File: config.mk
export PLATFORM = sky130hd
export DESIGN_NAME = ibex_nmi_bridge_flat
export DESIGN_NICKNAME = d
export VERILOG_FILES = /design/src/rtl/ibex_nmi_bridge_if.sv /design/src/rtl/ibex_nmi_bridge.sv /design/src/flat_wrapper.sv
export SDC_FILE = /design/constraint.sdc
export NUM_CORES = 1
export LEC_CHECK = 0
export CORE_MARGIN = 1.5
export CORE_UTILIZATION = 39
export DETAILED_ROUTE_END_ITERATION = 6
export PLACE_DENSITY = 0.81
export SYNTH_ARGS = -nofsm -noshare
export SYNTH_HDL_FRONTEND = slang
export SYNTH_SLANG_ARGS = --single-unit
File: constraint.sdc
create_clock -name clk_i -period 1.6 [get_ports clk_i]
set_input_delay 0.16 -clock clk_i [delete_from_list [all_inputs] [get_ports clk_i]]
set_output_delay 0.16 -clock clk_i [all_outputs]
set_load 0.01 [all_outputs]
File: src/rtl/ibex_nmi_bridge_if.sv
// Native memory interface (nmi) of the user core slot.
//   valid/addr/wdata/wstrb : request, driven by the master
//   rdata/ready            : response, driven by the slave
interface nmi_if;
  localparam int unsigned AW = 32;
  localparam int unsigned DW = 32;
  localparam int unsigned SW = DW / 8;

  logic          valid;
  logic [AW-1:0] addr;
  logic [DW-1:0] wdata;
  logic [SW-1:0] wstrb;
  logic [DW-1:0] rdata;
  logic          ready;

  modport master (output valid, addr, wdata, wstrb, input rdata, ready);
  modport slave  (input valid, addr, wdata, wstrb, output rdata, ready);
endinterface

File: src/rtl/ibex_nmi_bridge.sv
// Bridges the Ibex instruction and data OBI ports onto one native nmi port.
// One access is outstanding at a time; data wins over instr when both ask.
// A watchdog terminates an access after TIMEOUT stalled cycles with an error.
// Ports:
//   clk_i, rst_n_i                 : clock, async active-low reset
//   instr_req/gnt/rvalid/addr/rdata/err : Ibex fetch port
//   data_req/gnt/rvalid/we/be/addr/wdata/rdata/err : Ibex LSU port
//   nmi                            : native bus master (valid/ready)
module ibex_nmi_bridge #(
  parameter int unsigned TIMEOUT = 1023
) (
  input  logic        clk_i,
  input  logic        rst_n_i,
  input  logic        instr_req_i,
  output logic        instr_gnt_o,
  output logic        instr_rvalid_o,
  input  logic [31:0] instr_addr_i,
  output logic [31:0] instr_rdata_o,
  output logic        instr_err_o,
  input  logic        data_req_i,
  output logic        data_gnt_o,
  output logic        data_rvalid_o,
  input  logic        data_we_i,
  input  logic [3:0]  data_be_i,
  input  logic [31:0] data_addr_i,
  input  logic [31:0] data_wdata_i,
  output logic [31:0] data_rdata_o,
  output logic        data_err_o,
  nmi_if.master       nmi
);

  localparam int unsigned CNT_W = (TIMEOUT > 0) ? $clog2(TIMEOUT + 1) : 1;

  typedef enum logic {IDLE, BUSY} state_e;

  state_e             state_q, state_d;
  logic               src_q, src_d;
  logic [31:0]        addr_q, addr_d;
  logic [31:0]        wdata_q, wdata_d;
  logic [3:0]         wstrb_q, wstrb_d;
  logic [CNT_W-1:0]   cnt_q, cnt_d;
  logic [31:0]        rdata_q, rdata_d;
  logic               err_q, err_d;
  logic               instr_rvalid_q, instr_rvalid_d;
  logic               data_rvalid_q, data_rvalid_d;
  logic               timeout_c;

  // Watchdog fires on the T-th stalled cycle of valid; disabled when TIMEOUT is 0.
  assign timeout_c = (TIMEOUT != 0) && (cnt_q == CNT_W'(TIMEOUT - 1));

  // Next-state, capture and combinational grant logic.
  always_comb begin
    state_d        = state_q;
    src_d          = src_q;
    addr_d         = addr_q;
    wdata_d        = wdata_q;
    wstrb_d        = wstrb_q;
    cnt_d          = cnt_q;
    rdata_d        = rdata_q;
    err_d          = err_q;
    instr_rvalid_d = 1'b0;
    data_rvalid_d  = 1'b0;
    instr_gnt_o    = 1'b0;
    data_gnt_o     = 1'b0;

    case (state_q)
      IDLE: begin
        if (data_req_i) begin
          data_gnt_o = 1'b1;
          src_d      = 1'b1;
          addr_d     = data_addr_i & ~32'h3;
          wdata_d    = data_wdata_i;
          wstrb_d    = data_we_i ? data_be_i : 4'b0000;
          cnt_d      = '0;
          state_d    = BUSY;
        end else if (instr_req_i) begin
          instr_gnt_o = 1'b1;
          src_d       = 1'b0;
          addr_d      = instr_addr_i & ~32'h3;
          wdata_d     = '0;
          wstrb_d     = 4'b0000;
          cnt_d       = '0;
          state_d     = BUSY;
        end
      end
      BUSY: begin
        if (nmi.ready) begin
          rdata_d        = nmi.rdata;
          err_d          = 1'b0;
          instr_rvalid_d = ~src_q;
          data_rvalid_d  = src_q;
          state_d        = IDLE;
        end else if (timeout_c) begin
          rdata_d        = '0;
          err_d          = 1'b1;
          instr_rvalid_d = ~src_q;
          data_rvalid_d  = src_q;
          state_d        = IDLE;
        end else if (cnt_q != '1) begin
          cnt_d = cnt_q + CNT_W'(1);
        end
      end
      default: state_d = IDLE;
    endcase
  end

  // State and datapath registers.
  always_ff @(posedge clk_i or negedge rst_n_i) begin
    if (!rst_n_i) begin
      state_q        <= IDLE;
      src_q          <= 1'b0;
      addr_q         <= '0;
      wdata_q        <= '0;
      wstrb_q        <= '0;
      cnt_q          <= '0;
      rdata_q        <= '0;
      err_q          <= 1'b0;
      instr_rvalid_q <= 1'b0;
      data_rvalid_q  <= 1'b0;
    end else begin
      state_q        <= state_d;
      src_q          <= src_d;
      addr_q         <= addr_d;
      wdata_q        <= wdata_d;
      wstrb_q        <= wstrb_d;
      cnt_q          <= cnt_d;
      rdata_q        <= rdata_d;
      err_q          <= err_d;
      instr_rvalid_q <= instr_rvalid_d;
      data_rvalid_q  <= data_rvalid_d;
    end
  end

  assign nmi.valid      = (state_q == BUSY);
  assign nmi.addr       = addr_q;
  assign nmi.wdata      = wdata_q;
  assign nmi.wstrb      = wstrb_q;

  // Both ports share the response registers; only the owner's rvalid pulses.
  assign instr_rvalid_o = instr_rvalid_q;
  assign instr_rdata_o  = rdata_q;
  assign instr_err_o    = err_q;
  assign data_rvalid_o  = data_rvalid_q;
  assign data_rdata_o   = rdata_q;
  assign data_err_o     = err_q;

endmodule

File: src/flat_wrapper.sv
// flat-port wrapper written by rule: the top's interface ports become plain ports
module ibex_nmi_bridge_flat 
#(
  parameter int unsigned TIMEOUT = 1023
)
  (clk_i, rst_n_i, instr_req_i, instr_gnt_o, instr_rvalid_o, instr_addr_i, instr_rdata_o, instr_err_o, data_req_i, data_gnt_o, data_rvalid_o, data_we_i, data_be_i, data_addr_i, data_wdata_i, data_rdata_o, data_err_o, nmi_valid, nmi_addr, nmi_wdata, nmi_wstrb, nmi_rdata, nmi_ready);
  nmi_if nmi_i ();
  input  logic clk_i;
  input  logic rst_n_i;
  input  logic instr_req_i;
  output logic instr_gnt_o;
  output logic instr_rvalid_o;
  input  logic [31:0] instr_addr_i;
  output logic [31:0] instr_rdata_o;
  output logic instr_err_o;
  input  logic data_req_i;
  output logic data_gnt_o;
  output logic data_rvalid_o;
  input  logic data_we_i;
  input  logic [3:0] data_be_i;
  input  logic [31:0] data_addr_i;
  input  logic [31:0] data_wdata_i;
  output logic [31:0] data_rdata_o;
  output logic data_err_o;
  output wire logic [$bits(nmi_i.valid)-1:0] nmi_valid;
  output wire logic [$bits(nmi_i.addr)-1:0] nmi_addr;
  output wire logic [$bits(nmi_i.wdata)-1:0] nmi_wdata;
  output wire logic [$bits(nmi_i.wstrb)-1:0] nmi_wstrb;
  input wire logic [$bits(nmi_i.rdata)-1:0] nmi_rdata;
  input wire logic [$bits(nmi_i.ready)-1:0] nmi_ready;
  assign nmi_valid = nmi_i.valid;
  assign nmi_addr = nmi_i.addr;
  assign nmi_wdata = nmi_i.wdata;
  assign nmi_wstrb = nmi_i.wstrb;
  assign nmi_i.rdata = nmi_rdata;
  assign nmi_i.ready = nmi_ready;
  ibex_nmi_bridge #(.TIMEOUT(TIMEOUT)) u_core (.clk_i(clk_i), .rst_n_i(rst_n_i), .instr_req_i(instr_req_i), .instr_gnt_o(instr_gnt_o), .instr_rvalid_o(instr_rvalid_o), .instr_addr_i(instr_addr_i), .instr_rdata_o(instr_rdata_o), .instr_err_o(instr_err_o), .data_req_i(data_req_i), .data_gnt_o(data_gnt_o), .data_rvalid_o(data_rvalid_o), .data_we_i(data_we_i), .data_be_i(data_be_i), .data_addr_i(data_addr_i), .data_wdata_i(data_wdata_i), .data_rdata_o(data_rdata_o), .data_err_o(data_err_o), .nmi(nmi_i));
endmodule
==> results of run 1 <==
-- power by group --
part / internal, mW / switching, mW / total, mW
clock network: 2.62 / 1.25 / 3.87
registers: 3.38 / 0.404 / 3.79
logic: 1.89 / 1.25 / 3.14
total: 7.90 / 2.90 / 10.8
-- repair_timing --
| item | CTS | global route |
|---|---|---|
| buffers inserted | 2 | 11 |
| gates cloned | 1 | 1 |
| pin swaps | 1 | 13 |
| endpoints found under the setup margin | 11 | 44 |
| hold buffers | 1 | 0 |
| endpoints found under the hold margin | 58 | 0 |
| resized for setup | 13 | 32 |
-- sequential cells by signal (all words and copies together), names as in the netlist, 4 cells and up --
signal,count
u_core.cnt_q,10
u_core.nmi.wdata,32
u_core.nmi.wstrb,4
u_core.data_rdata_o,32
u_core.nmi.addr,30
-- logic make-up after synthesis --
| family | after synthesis | synth area share |
|---|---|---|
| AOI/OAI and AO/OA | 127 | 0.207 |
| DFF | 113 | 0.576 |
| adders and majority gates | 2 | 0.00509 |
| buffers and inverters | 67 | 0.0828 |
| muxes | 30 | 0.0611 |
| and+or+nand+nor | 69 | 0.0675 |
| other | 1 | 0.000763 |
-- path summary, 6_finish.rpt --
kind / start / to / depth (start not counted)
max reg2reg: u_core.cnt_q[1]$_DFFE_PN0P_ / u_core.cnt_q[5]$_DFFE_PN0P_ / 7
min: rst_n_i / u_core.nmi.addr[2]$_DFFE_PN0P_ / 2
min reg2reg: u_core.nmi.addr[4]$_DFFE_PN0P_ / u_core.nmi.addr[4]$_DFFE_PN0P_ / 2
max: u_core.cnt_q[1]$_DFFE_PN0P_ / u_core.cnt_q[5]$_DFFE_PN0P_ / 7
max in group asynchronous: rst_n_i / u_core.data_rdata_o[27]$_DFFE_PN0P_ / 3
min in group clk_i: data_req_i / u_core.nmi.valid$_DFF_PN0_ / 4
-- per-layer routing --
layer / track usage / wire length (um) / up-vias
li1: - / - / 2022
met4: 0.0823 / 304 / 0
met5: 0 / 0 / -
met1: 0.251 / 5910 / 2142
met2: 0.394 / 7940 / 226
met3: 0.0843 / 1240 / 27
-- metrics by stage --
step	cell area (sq um)	cells	worst slack, ns	total power, mW
after floorplan	4920	410	0.115	4.94
after global routing	8630	859	-0.286	11.3
after CTS	8380	848	-0.0130	10.7
after global placement	7700	813	0.0173	6.63
after detailed placement	7700	813	-0.0283	6.70
final	8630	859	-0.221	10.8
-- critical path, stage by stage (launching register included) --
cell and delay [ns]:
dfrtp_2 0.44, ha_4 0.17, nand4_1 0.15, buf_4 0.15, o311ai_4 0.08, buf_6 0.15
nor4_1 0.37, a2bb2oi_1 0.21
-- final cells by class --
class	count	area share
Timing Repair Buffer	312	0.362
Sequential cell	113	0.328
Multi-Input combinational cell	231	0.213
Clock buffer	20	0.0518
Tap cell	168	0.0244
Clock inverter	11	0.0189
Inverter	4	0.00174
-- cells in the mapped netlist (4+ instances only) --
cell type / n / area share
o21ai_0: 33 / 0.034
clkbuf_1: 8 / 0.0061
a32o_1: 4 / 0.0082
nand2_1: 36 / 0.028
inv_1: 4 / 0.0031
a22o_1: 64 / 0.11
mux2i_1: 30 / 0.061
buf_2: 19 / 0.019
nand3_1: 7 / 0.0071
dfrtp_1: 113 / 0.58
buf_4: 35 / 0.053
nor2_1: 7 / 0.0053
==> run_results.csv, run 1 <==
group,metric,value,unit
power_and_ir_drop,leakagePower,3.77,nW
placed_design,globalplace.congestion,0.888,
yosys,synth_cells,409,
critical_path,required,1.91,ns
power_and_ir_drop,p_per_area,1250,mW/mm^2
finish,final_cell_mix,"265 x clkdlybuf4s50_1, 111 x dfrtp_1, 64 x a22o_1",
clocking,cts_buffers,17,
timing,layout_min_cycle_time,1.82,ns
critical_path,r2r_setup_slack,-0.22,ns
finish,final_common_cell,"clkdlybuf4s50_1",
timing,min_period_over_period,1.14,
clocking,cts_sinks,113,
timing,finalSetupViolCount,30,
grt,grt_max_degree,67,
yosys,synthArstFlopShare,1.00,
placed_design,hpwl,10.7,mm
timing,hold_violations,0,
timing,finClkSkew,0.00796,ns
critical_path,path_class,"reg2reg",
finish,multi_input_area,0.00184,sq mm
finish,layout-drive-gt1-share,0.149,
critical_path,crit_arrival,2.13,ns
timing,slew_violations,0,
critical_path,worstPathMaxFanout,5,
critical_path,end_kind,"flop",
timing,clock.fmax,549,MHz
timing,rsz0062_at_grt,"true",
yosys,synth_flop_cell,"dfrtp_1",
yosys,synth_edf_count,0,
timing,setup_tns,-1.19,ns
route,antenna_left,0,
critical_path,cp-start-kind,"flop",
route,routed_wl,15.4,mm
floorplanning,io_pins,277,
finish,ff_latch_area,0.00283,sq mm
timing,hold_slack,0.210,ns
yosys,yosysUniqueCellTypes,42,
floorplanning,die_x,115,um
clocking,clock_latency,0.40,ns
power_and_ir_drop,vdd_drop_max,0.000598,V
finish,area_growth,75.6,%
finish,fin_util,0.709,
route,dr_total_vias,4417,
yosys,ys_seq_area_frac,0.576,
worst_hold_path,hp-class,"in2async",
flow_run,max-cap-violations,0,
finish,fillCellCount,856,
clocking,cts_root_buf,"clkbuf_16",
route,drc_errors,0,
yosys,yosys_warnings,0,
grt,overflow,0,
run_status,status,"complete, but fails checks",
route,drt_first_pass_iters,4,
placed_design,port_buffers,270,
timing,setup_slack,-0.221,ns
floorplanning,core,0.0122,sq mm
route,wl_per_cell,17.9,um
run_status,violations,"negative setup slack",
grt,grt_pass1_vias,4519,
yosys,syn_area,0.00491,sq mm
grt,grtUsageTotal,0.225,
finish,final_nets,819,
floorplanning,die_y,115,um
yosys,syn_area_per_cell,12.0,sq um
yosys,ys_ff_latch,113,
finish,antennaDiodeCount,0,
floorplanning,initial_core_util,0.404,
route,viasPerCell,5.14,
grt,grt_pass1_wl,22.9,mm
route,drt_first_iter_violations,228,
floorplanning,die_area,0.0133,sq mm
clocking,htree_levels,4,
clocking,cts_tree,"built",
clocking,clkTransAtPathRegs,0.06,ns
clocking,cts_buffer_depth,2,
grt,antenna_found_initial,0,
floorplanning,rows,40,
No activity file was read; power rests on OpenSTA's default activity.
==> run 2, diff against run 1 <==
--- a/config.mk
+++ b/config.mk
@@ -9,6 +9,7 @@
 export CORE_UTILIZATION = 39
 export DETAILED_ROUTE_END_ITERATION = 6
 export PLACE_DENSITY = 0.81
+export RECOVER_POWER = 100
 export SYNTH_ARGS = -nofsm -noshare
 export SYNTH_HDL_FRONTEND = slang
 export SYNTH_SLANG_ARGS = --single-unit
==> run_results.csv, run 2 (synthesized netlist as in run 1, its figures left out) <==
group,metric,value,unit
floorplanning,die_x,115,um
route,routed_wl,15.4,mm
placed_design,dpl.cell_count,813,
finish,fillCellCount,866,
critical_path,worstSetupStartpoint,"u_core.cnt_q[1]$_DFFE_PN0P_",
grt,grtUsageTotal,0.225,
clocking,cts_sinks,113,
flow_run,max-cap-violations,0,
clocking,cts_buffers,17,
timing,rsz0062_at_grt,"true",
critical_path,required,1.91,ns
floorplanning,core,0.0122,sq mm
clocking,cts_root_buf,"clkbuf_16",
grt,antenna_found_initial,0,
route,drc_errors,0,
placed_design,globalplace.congestion,0.888,
timing,setup_tns,-1.13,ns
clocking,cts_tree,"built",
finish,final_common_cell,"clkdlybuf4s50_1",
placed_design,hpwl,10.7,mm
critical_path,slowest_delay,0.44,ns
timing,finalSetupViolCount,30,
run_status,violations,"negative setup slack",
power_and_ir_drop,leakagePower,3.79,nW
placed_design,port_buffers,270,
clocking,cts_buffer_depth,2,
route,drt_first_iter_violations,200,
timing,maxSlewHeadroom,0.605,
critical_path,slowest_stage,"dfrtp_2",
critical_path,path_cells,"ha_4 > nand4_1 > buf_4 > o311ai_4 > buf_6 > nor4_1 > a2bb2oi_1",
floorplanning,initial_core_util,0.404,
critical_path,cp-start-kind,"flop",
grt,overflow,0,
grt,grt_max_degree,67,
timing,setup_slack,-0.209,ns
finish,layoutNonFillerInstCount,859,
worst_hold_path,hp-class,"in2async",
critical_path,worstPathMaxFanout,5,
finish,antennaDiodeCount,0,
timing,slew_violations,0,
critical_path,path_class,"reg2reg",
run_status,status,"complete, but fails checks",
critical_path,end_kind,"flop",
power_and_ir_drop,vdd_drop_max,0.000599,V
route,viasPerCell,5.10,
clocking,clkTransAtPathRegs,0.06,ns
timing,finClkSkew,0.00771,ns
floorplanning,die_area,0.0133,sq mm
grt,grt_pass1_wl,22.9,mm
timing,min_period_over_period,1.13,
floorplanning,io_pins,277,
route,dr_total_vias,4383,
route,antenna_left,0,
timing,clock.fmax,553,MHz
critical_path,crit_arrival,2.12,ns
finish,layout-drive-gt1-share,0.145,
floorplanning,die_y,115,um
timing,hold_violations,0,
clocking,htree_levels,4,
clocking,clock_latency,0.40,ns
route,drt_first_pass_iters,4,
critical_path,reg2reg_from,"u_core.cnt_q[1]$_DFFE_PN0P_",
finish,final_nets,819,
finish,area_growth,74.6,%
floorplanning,rows,40,
timing,tightest_slew,0.592,ns
timing,layout_min_cycle_time,1.81,ns
finish,final_cell_mix,"232 x clkdlybuf4s50_1, 111 x dfrtp_1, 64 x a22o_1",
power_and_ir_drop,p_per_area,1250,mW/mm^2
route,wl_per_cell,17.9,um
grt,grt_pass1_vias,4519,
## run 2: cell types whose count changed in the layout (fill, tap and decap cells not counted), sizes merged
cell	delta
buf	-11
clkbuf	+11
clkdlybuf4s50	-33
dlygate4sd3	+33
## run 2: layer usage
layer,up-vias,global-route usage,wire [um]
met5,-,0,0
met4,0,0.0823,287
met3,25,0.0843,1320
met2,236,0.394,7940
met1,2105,0.251,5830
li1,2017,-,-
## run 2: final cells by class
class                      instances  area (sq um)  area share
multi-input combinational        231          1840       0.214
clock buffer                      20           447      0.0521
clock inverter                    11           163      0.0190
timing repair buffer             312          3080       0.359
inverter                           4          15.0     0.00175
tap                              168           210      0.0245
sequential                       113          2830       0.330
## run 2: through the flow
step,instance area [sq um],setup slack [ns],utilization,total power [mW],hold slack (ns)
floorplan,4920,0.115,-,4.94,-0.136
global placement,7700,0.0173,0.633,6.63,0.0879
detailed placement,7700,-0.0283,0.633,6.70,0.0947
CTS,8380,-0.0130,0.689,10.7,0.206
global route,8580,-0.286,0.705,11.2,0.327
finish,8580,-0.209,0.705,10.7,0.292
## run 2: worst max-delay path, delay by kind of cell (launching register included)
kind / cells / cell delay [ns]
AO/OA/AOI/OAI: 2 / 0.29
flip-flops: 1 / 0.44
adder cells (fa/ha/maj): 1 / 0.17
buffers and inverters: 2 / 0.30
AND/OR/NAND/NOR: 2 / 0.51
## run 2: power by group
part           internal [mW]  switching [mW]
Clock                   2.62            1.25
Sequential              3.38           0.395
Combinational           1.81            1.24
Total                   7.82            2.89
## run 2: worst paths after layout
path                                                     to  slack (ns)  cells past startpoint
setup / recovery                u_core.cnt_q[5]$_DFFE_PN0P_       -0.21                      7
min in group clk_i               u_core.nmi.valid$_DFF_PN0_        0.36                      4
max in group asynchronous  u_core.nmi.wdata[17]$_DFFE_PN0P_        0.30                      3
hold / removal               u_core.nmi.addr[2]$_DFFE_PN0P_        0.29                      2
setup reg to reg                u_core.cnt_q[5]$_DFFE_PN0P_       -0.21                      7
hold reg to reg              u_core.nmi.addr[4]$_DFFE_PN0P_        0.47                      2
## run 2: repair_timing
| item | 4_1_cts | 5_1_grt |
|---|---|---|
| hold buffers | 1 | 0 |
| pin swaps | 1 | 13 |
| resized for setup | 13 | 32 |
| cloned | 1 | 1 |
| hold endpoints to repair | 58 | 0 |
| buffers inserted | 2 | 11 |
| setup endpoints to repair | 11 | 44 |
==> run 3, diff against run 2 <==
--- a/config.mk
+++ b/config.mk
@@ -6,9 +6,10 @@
 export NUM_CORES = 1
 export LEC_CHECK = 0
 export CORE_MARGIN = 1.5
-export CORE_UTILIZATION = 39
+export CORE_UTILIZATION = 40
+export CTS_CLUSTER_SIZE = 14
 export DETAILED_ROUTE_END_ITERATION = 6
-export PLACE_DENSITY = 0.81
+export PLACE_DENSITY = 0.83
 export RECOVER_POWER = 100
 export SYNTH_ARGS = -nofsm -noshare
 export SYNTH_HDL_FRONTEND = slang
==> constraint.sdc (replaced) <==
create_clock -name clk_i -period 2.13 [get_ports clk_i]
set_input_delay 0.213 -clock clk_i [delete_from_list [all_inputs] [get_ports clk_i]]
set_output_delay 0.213 -clock clk_i [all_outputs]
set_load 0.01 [all_outputs]
==> run_results.csv, run 3 (synthesized netlist as in run 1, its figures left out) <==
group,metric,value,unit
timing,tightest_slew,1.45,ns
placed_design,globalplace.congestion,0.827,
power_and_ir_drop,leakagePower,3.70,nW
grt,grtUsageTotal,0.223,
critical_path,r2r_setup_slack,0.20,ns
timing,hold_violations,0,
power_and_ir_drop,power_frac_comb,0.253,
grt,grt_pass1_vias,4290,
clocking,cts_tree,"built",
worst_hold_path,holdPathStages,3,
grt,antenna_found_initial,0,
timing,finalSetupViolCount,0,
grt,overflow,0,
floorplanning,io_pins,277,
timing,rsz0062_at_grt,"false",
critical_path,end_kind,"output port",
floorplanning,die_x,114,um
finish,fillCellCount,894,
route,drc_errors,0,
power_and_ir_drop,finalPower,7.61,mW
finish,final_cell_mix,"136 x dlygate4sd3_1, 133 x clkdlybuf4s50_1, 112 x dfrtp_1",
timing,finClkSkew,0.0158,ns
timing,setup_tns,0,ns
placed_design,hpwl,10.4,mm
clocking,cts_sinks,113,
power_and_ir_drop,p_seq_frac,0.370,
critical_path,crit_arrival,1.78,ns
route,routed_wl,14.3,mm
route,antenna_left,0,
floorplanning,rows,40,
critical_path,r2r_cells,4,
clocking,cts_buffers,17,
placed_design,port_buffers,270,
timing,hold_slack,0.263,ns
route,dr_total_vias,4248,
timing,slew_violations,0,
clocking,cts_setup_buffers,0,
finish,ff_latch_area,0.00283,sq mm
grt,grt_pass1_wl,22.2,mm
route,drt_first_iter_violations,322,
route,wl_per_cell,17.8,um
route,viasPerCell,5.28,
critical_path,worstPathMaxFanout,12,
critical_path,required,1.92,ns
floorplanning,initial_core_util,0.409,
clocking,htree_levels,4,
clocking,cts_root_buf,"clkbuf_16",
finish,layout-drive-gt1-share,0.0821,
critical_path,path_class,"reg2out",
finish,final_nets,785,
worst_hold_path,hp-class,"in2reg",
flow_run,max-cap-violations,0,
power_and_ir_drop,cell_internal_pwr,5.50,mW
timing,min_period_over_period,0.938,
power_and_ir_drop,power.switching,2.11,mW
route,drt_first_pass_iters,4,
floorplanning,die_y,114,um
critical_path,r2r_end,"u_core.nmi.addr[22]$_DFFE_PN0P_",
grt,grt_max_degree,114,
finish,final_common_cell,"dlygate4sd3_1",
clocking,cts_buffer_depth,2,
timing,maxSlewHeadroom,0.0335,
critical_path,cp-start-kind,"flop",
critical_path,reg2reg_from,"u_core.nmi.valid$_DFF_PN0_",
run_status,status,"finished clean",
worst_hold_path,hold_end,"u_core.nmi.addr[8]$_DFFE_PN0P_",
timing,clock.fmax,501,MHz
floorplanning,core,0.0120,sq mm
finish,antennaDiodeCount,0,
finish,area_growth,64.7,%
worst_hold_path,min_from,"data_req_i",
power_and_ir_drop,swShare,0.278,
floorplanning,die_area,0.0130,sq mm
finish,multi_input_area,0.00168,sq mm
timing,layout_min_cycle_time,2.00,ns
power_and_ir_drop,vdd_drop_max,0.000400,V
power_and_ir_drop,p_per_area,941,mW/mm^2
power_and_ir_drop,p_clk_frac,0.376,
clocking,clock_latency,0.41,ns
clocking,clkTransAtPathRegs,0.05,ns
==> run 3: layout make-up <==
class,count,share of cell area
repair buffers,279,0.343
clock inverters,13,0.0201
well taps,147,0.0227
flip-flops and latches,113,0.350
clock buffers,19,0.0547
inverters,4,0.00186
multi-input cells,230,0.208
==> run 3: through the flow <==
| step | setup WS (ns) | instance area [sq um] | instances | util |
|---|---|---|---|---|
| floorplan | 0.645 | 4920 | 410 | - |
| global placement | 0.358 | 7510 | 772 | 0.625 |
| detailed placement | 0.338 | 7510 | 772 | 0.625 |
| CTS | 0.0122 | 8130 | 805 | 0.677 |
| global route | 0.0320 | 8090 | 805 | 0.674 |
| finish | 0.133 | 8090 | 805 | 0.674 |
==> run 3: worst max-delay path by stage <==
stage / cells past startpoint / from / end
2_1_floorplan: 6 / u_core.cnt_q[0]$_DFFE_PN0P_ / u_core.cnt_q[5]$_DFFE_PN0P_
3_3_place_gp: 4 / instr_req_i / instr_gnt_o
3_5_place_dp: 4 / instr_req_i / instr_gnt_o
4_1_cts: 4 / u_core.nmi.valid$_DFF_PN0_ / instr_gnt_o
5_1_grt: 3 / rst_n_i / u_core.nmi.valid$_DFF_PN0_
6_report: 3 / u_core.nmi.valid$_DFF_PN0_ / data_gnt_o
==> run 3: repair_timing <==
action	CTS	global route
hold endpoints to repair	113	0
setup endpoints to repair	0	1
hold buffers	1	0
resized for setup	0	2
==> run 3: routing by layer <==
layer / wire length, um / vias up / GRT usage
met3: 1220 / 27 / 0.0712
met2: 7270 / 232 / 0.376
met5: 0 / - / 0
met1: 5450 / 2032 / 0.254
li1: - / 1957 / -
met4: 354 / 0 / 0.112
==> run 3: power by group through the flow <==
| stage | Sequential (mW) | Clock (mW) | Combinational, mW |
|---|---|---|---|
| 2_1_floorplan | 2.97 | 0 | 0.739 |
| 3_3_place_gp | 2.84 | 0 | 2.08 |
| 3_5_place_dp | 2.86 | 0 | 2.11 |
| 4_1_cts | 2.84 | 2.91 | 2.13 |
| 5_1_grt | 2.87 | 3.02 | 2.07 |
| 6_report | 2.82 | 2.87 | 1.93 |
==> run 3: critical path: stages, from the launching register on <==
cell and delay, ns:
dfrtp_2 0.47, buf_4 0.21, nor2b_2 0.13, clkdlybuf4s50_1 0.57
==> edit: new RTL, config.mk and constraints of run 2 <==
`TIMEOUT` is set to 1023 in 2 places; all go to 511.
--- a/src/rtl/ibex_nmi_bridge.sv
+++ b/src/rtl/ibex_nmi_bridge.sv
@@ -8,5 +8,5 @@
 //   nmi                            : native bus master (valid/ready)
 module ibex_nmi_bridge #(
-  parameter int unsigned TIMEOUT = 1023
+  parameter int unsigned TIMEOUT = 511
 ) (
   input  logic        clk_i,
--- a/src/flat_wrapper.sv
+++ b/src/flat_wrapper.sv
@@ -2,5 +2,5 @@
 module ibex_nmi_bridge_flat 
 #(
-  parameter int unsigned TIMEOUT = 1023
+  parameter int unsigned TIMEOUT = 511
 )
   (clk_i, rst_n_i, instr_req_i, instr_gnt_o, instr_rvalid_o, instr_addr_i, instr_rdata_o, instr_err_o, data_req_i, data_gnt_o, data_rvalid_o, data_we_i, data_be_i, data_addr_i, data_wdata_i, data_rdata_o, data_err_o, nmi_valid, nmi_addr, nmi_wdata, nmi_wstrb, nmi_rdata, nmi_ready);
Behaviour: no difference found for any inputs over 4 cycles, from zero or initial values and one cycle with rst_n_i low; that may be too few to reach the edited logic, so the function may still have changed.
==> edit against run 2 <==
Utilization decreased by 2.8 points. Synthesized cell count up 13%. Global-route usage is 1.4 points lower. Cell count grew 4.2%. Largest cell class unchanged. Synthesized area is 0.94% lower. Power is 18% lower. Wire length is 3.4% lower. Setup slack lost 0.14 ns. Cell area fell by 4.4%. Sequential cell count decreased by 1. The flow still finishes with violations (setup timing).
==> edit: results (changes against run 2) <==
TritonCTS Buffers: 9 (-8)
Starting DRT DRC Count: 256 (+28%)
Status: complete, but fails checks
Final WS setup: -0.345 ns (-0.136 ns)
Crit path time final: 1.94 ns (+0.136 ns)
Pre-CTS setup slack: -0.316 ns (-0.288 ns)
Clock latency at the later pin of the worst-skew pair: 0.35 ns (-0.05 ns)
H-tree depth: 3 (-1)
Headroom to the max-slew limit: 54.0% (-6.5 points)
Commonest cells post-synth: dfrtp_1 (112), nand2_1 (98), o21ai_0 (66)
Cells after DPL: 867 (+6.6%)
Final setup viols: 50 (+67%)
Met3 wire len: 1320 um (+0.30%)
Final weighted congestion in routability-driven placement: 0.852 (-4.0%)
Met2 routed wirelength: 7910 um (-0.38%)
Peak VDD IR: 0.508 mV (-15%)
Post-DP Area: 7720 um2 (+0.24%)
Average size of a mapped cell: 10.5 um2 (-13%)
Vias: 4,552 (+3.9%)
Post-synth cell types: 35 (-17%)
First-pass GRT wire length: 21,900 um (-4.3%)
# fillers: 944 (+9.0%)
CP max-delay cell: or4_4
Violated checks: setup timing
Largest stage delay, worst path: 0.49 ns (+0.05 ns)
Leading post-synthesis cells by cell area: dfrtp_1 (58%), nand2_1 (7.6%), o21ai_0 (6.8%), mux2i_1 (6.2%), a22o_1 (5.8%)
Sequential share of the synthesized area: 57.6% (about the same)
DR WL/cell: 16.6 um (-7.3%)
Vias in the first global route: 4,494 (-0.55%)
Hold Crit Class: in2reg
Final setup TNS: -3.30 ns (-2.17 ns)
Clk_skew: 0.00610 ns (-0.00161 ns)
Vias/cell: 5.09 (-0.32%)
All-layer global routing usage: 21.1% (-1.4 points)
Post-DP HPWL: 10,500 um (-1.5%)
edit: cell types whose count changed after synthesis, moves of 3 or more:
cell and delta:
nand2_1 +62, o21ai_0 +33, a22o_1 -32, buf_2 -10, clkbuf_1 +10, nand2b_1 +3
nand3_1 +3, o31ai_1 -3, o41ai_1 -3
edit: area by class of cell:
cell class / instances / area [um2] / share of cell area (%)
Timing Repair Buffer: 312 / 3080 / 37.6
Tap cell: 168 / 210 / 2.56
Clock buffer: 10 / 229 / 2.79
Clock inverter: 6 / 67.6 / 0.824
Inverter: 2 / 10.0 / 0.122
Sequential cell: 112 / 2800 / 34.2
Multi-Input combinational cell: 285 / 1800 / 21.9
edit: path summary, 6_finish.rpt:
path / slack [ns] / startpoint / cells past startpoint / to
worst max register to register: -0.34 / u_core.cnt_q[0]$_DFFE_PN0P_ / 7 / u_core.cnt_q[5]$_DFFE_PN0P_
worst max-delay path: -0.34 / u_core.cnt_q[0]$_DFFE_PN0P_ / 7 / u_core.cnt_q[5]$_DFFE_PN0P_
max in group asynchronous: 0.16 / rst_n_i / 3 / u_core.nmi.valid$_DFF_PN0_
worst min-delay path: 0.22 / data_req_i / 3 / u_core.nmi.valid$_DFF_PN0_
worst min register to register: 0.47 / u_core.src_q$_DFFE_PN0P_ / 1 / u_core.instr_rvalid_o$_DFF_PN0_
min in group asynchronous: 0.34 / rst_n_i / 2 / u_core.data_rdata_o[4]$_DFFE_PN0P_
edit: layer usage:
| metal | global-route usage, % | vias up |
|---|---|---|
| li1 | - | 2087 |
| met1 | 23.0 | 2190 |
| met2 | 38.5 | 247 |
| met3 | 7.41 | 28 |
| met4 | 6.67 | 0 |
| met5 | 0 | - |
edit: report_power, final:
part / switching [mW] / internal (mW) / leakage [nW]
Clock: 1.03 / 1.22 / 0.139
Sequential: 0.320 / 3.34 / 1.41
Combinational: 1.27 / 1.58 / 2.24
edit: logic make-up after synthesis:
kind of cell,after synthesis,synth area share (%)
buffers and inverters,68,8.25
and+or+nand+nor,133,11.8
adders and majority gates,3,0.771
muxes,30,6.17
DFF,112,57.6
other,1,0.0771
AOI/OAI and AO/OA,117,15.4
edit: timing repair:
action                                  4_1_cts  5_1_grt
hold endpoints to repair                     21        0
resized for setup                            10       47
buffers inserted                              2        7
hold buffers                                  1        0
cloned                                        0        3
endpoints found under the setup margin       16       43
pin swaps                                     5        3
edit: worst reg2reg max path: cells and delay by family (launching register included):
kind          cells  cell delay (ns)
simple gates      5             1.10
flops             1             0.39
fa+ha+maj         2             0.38
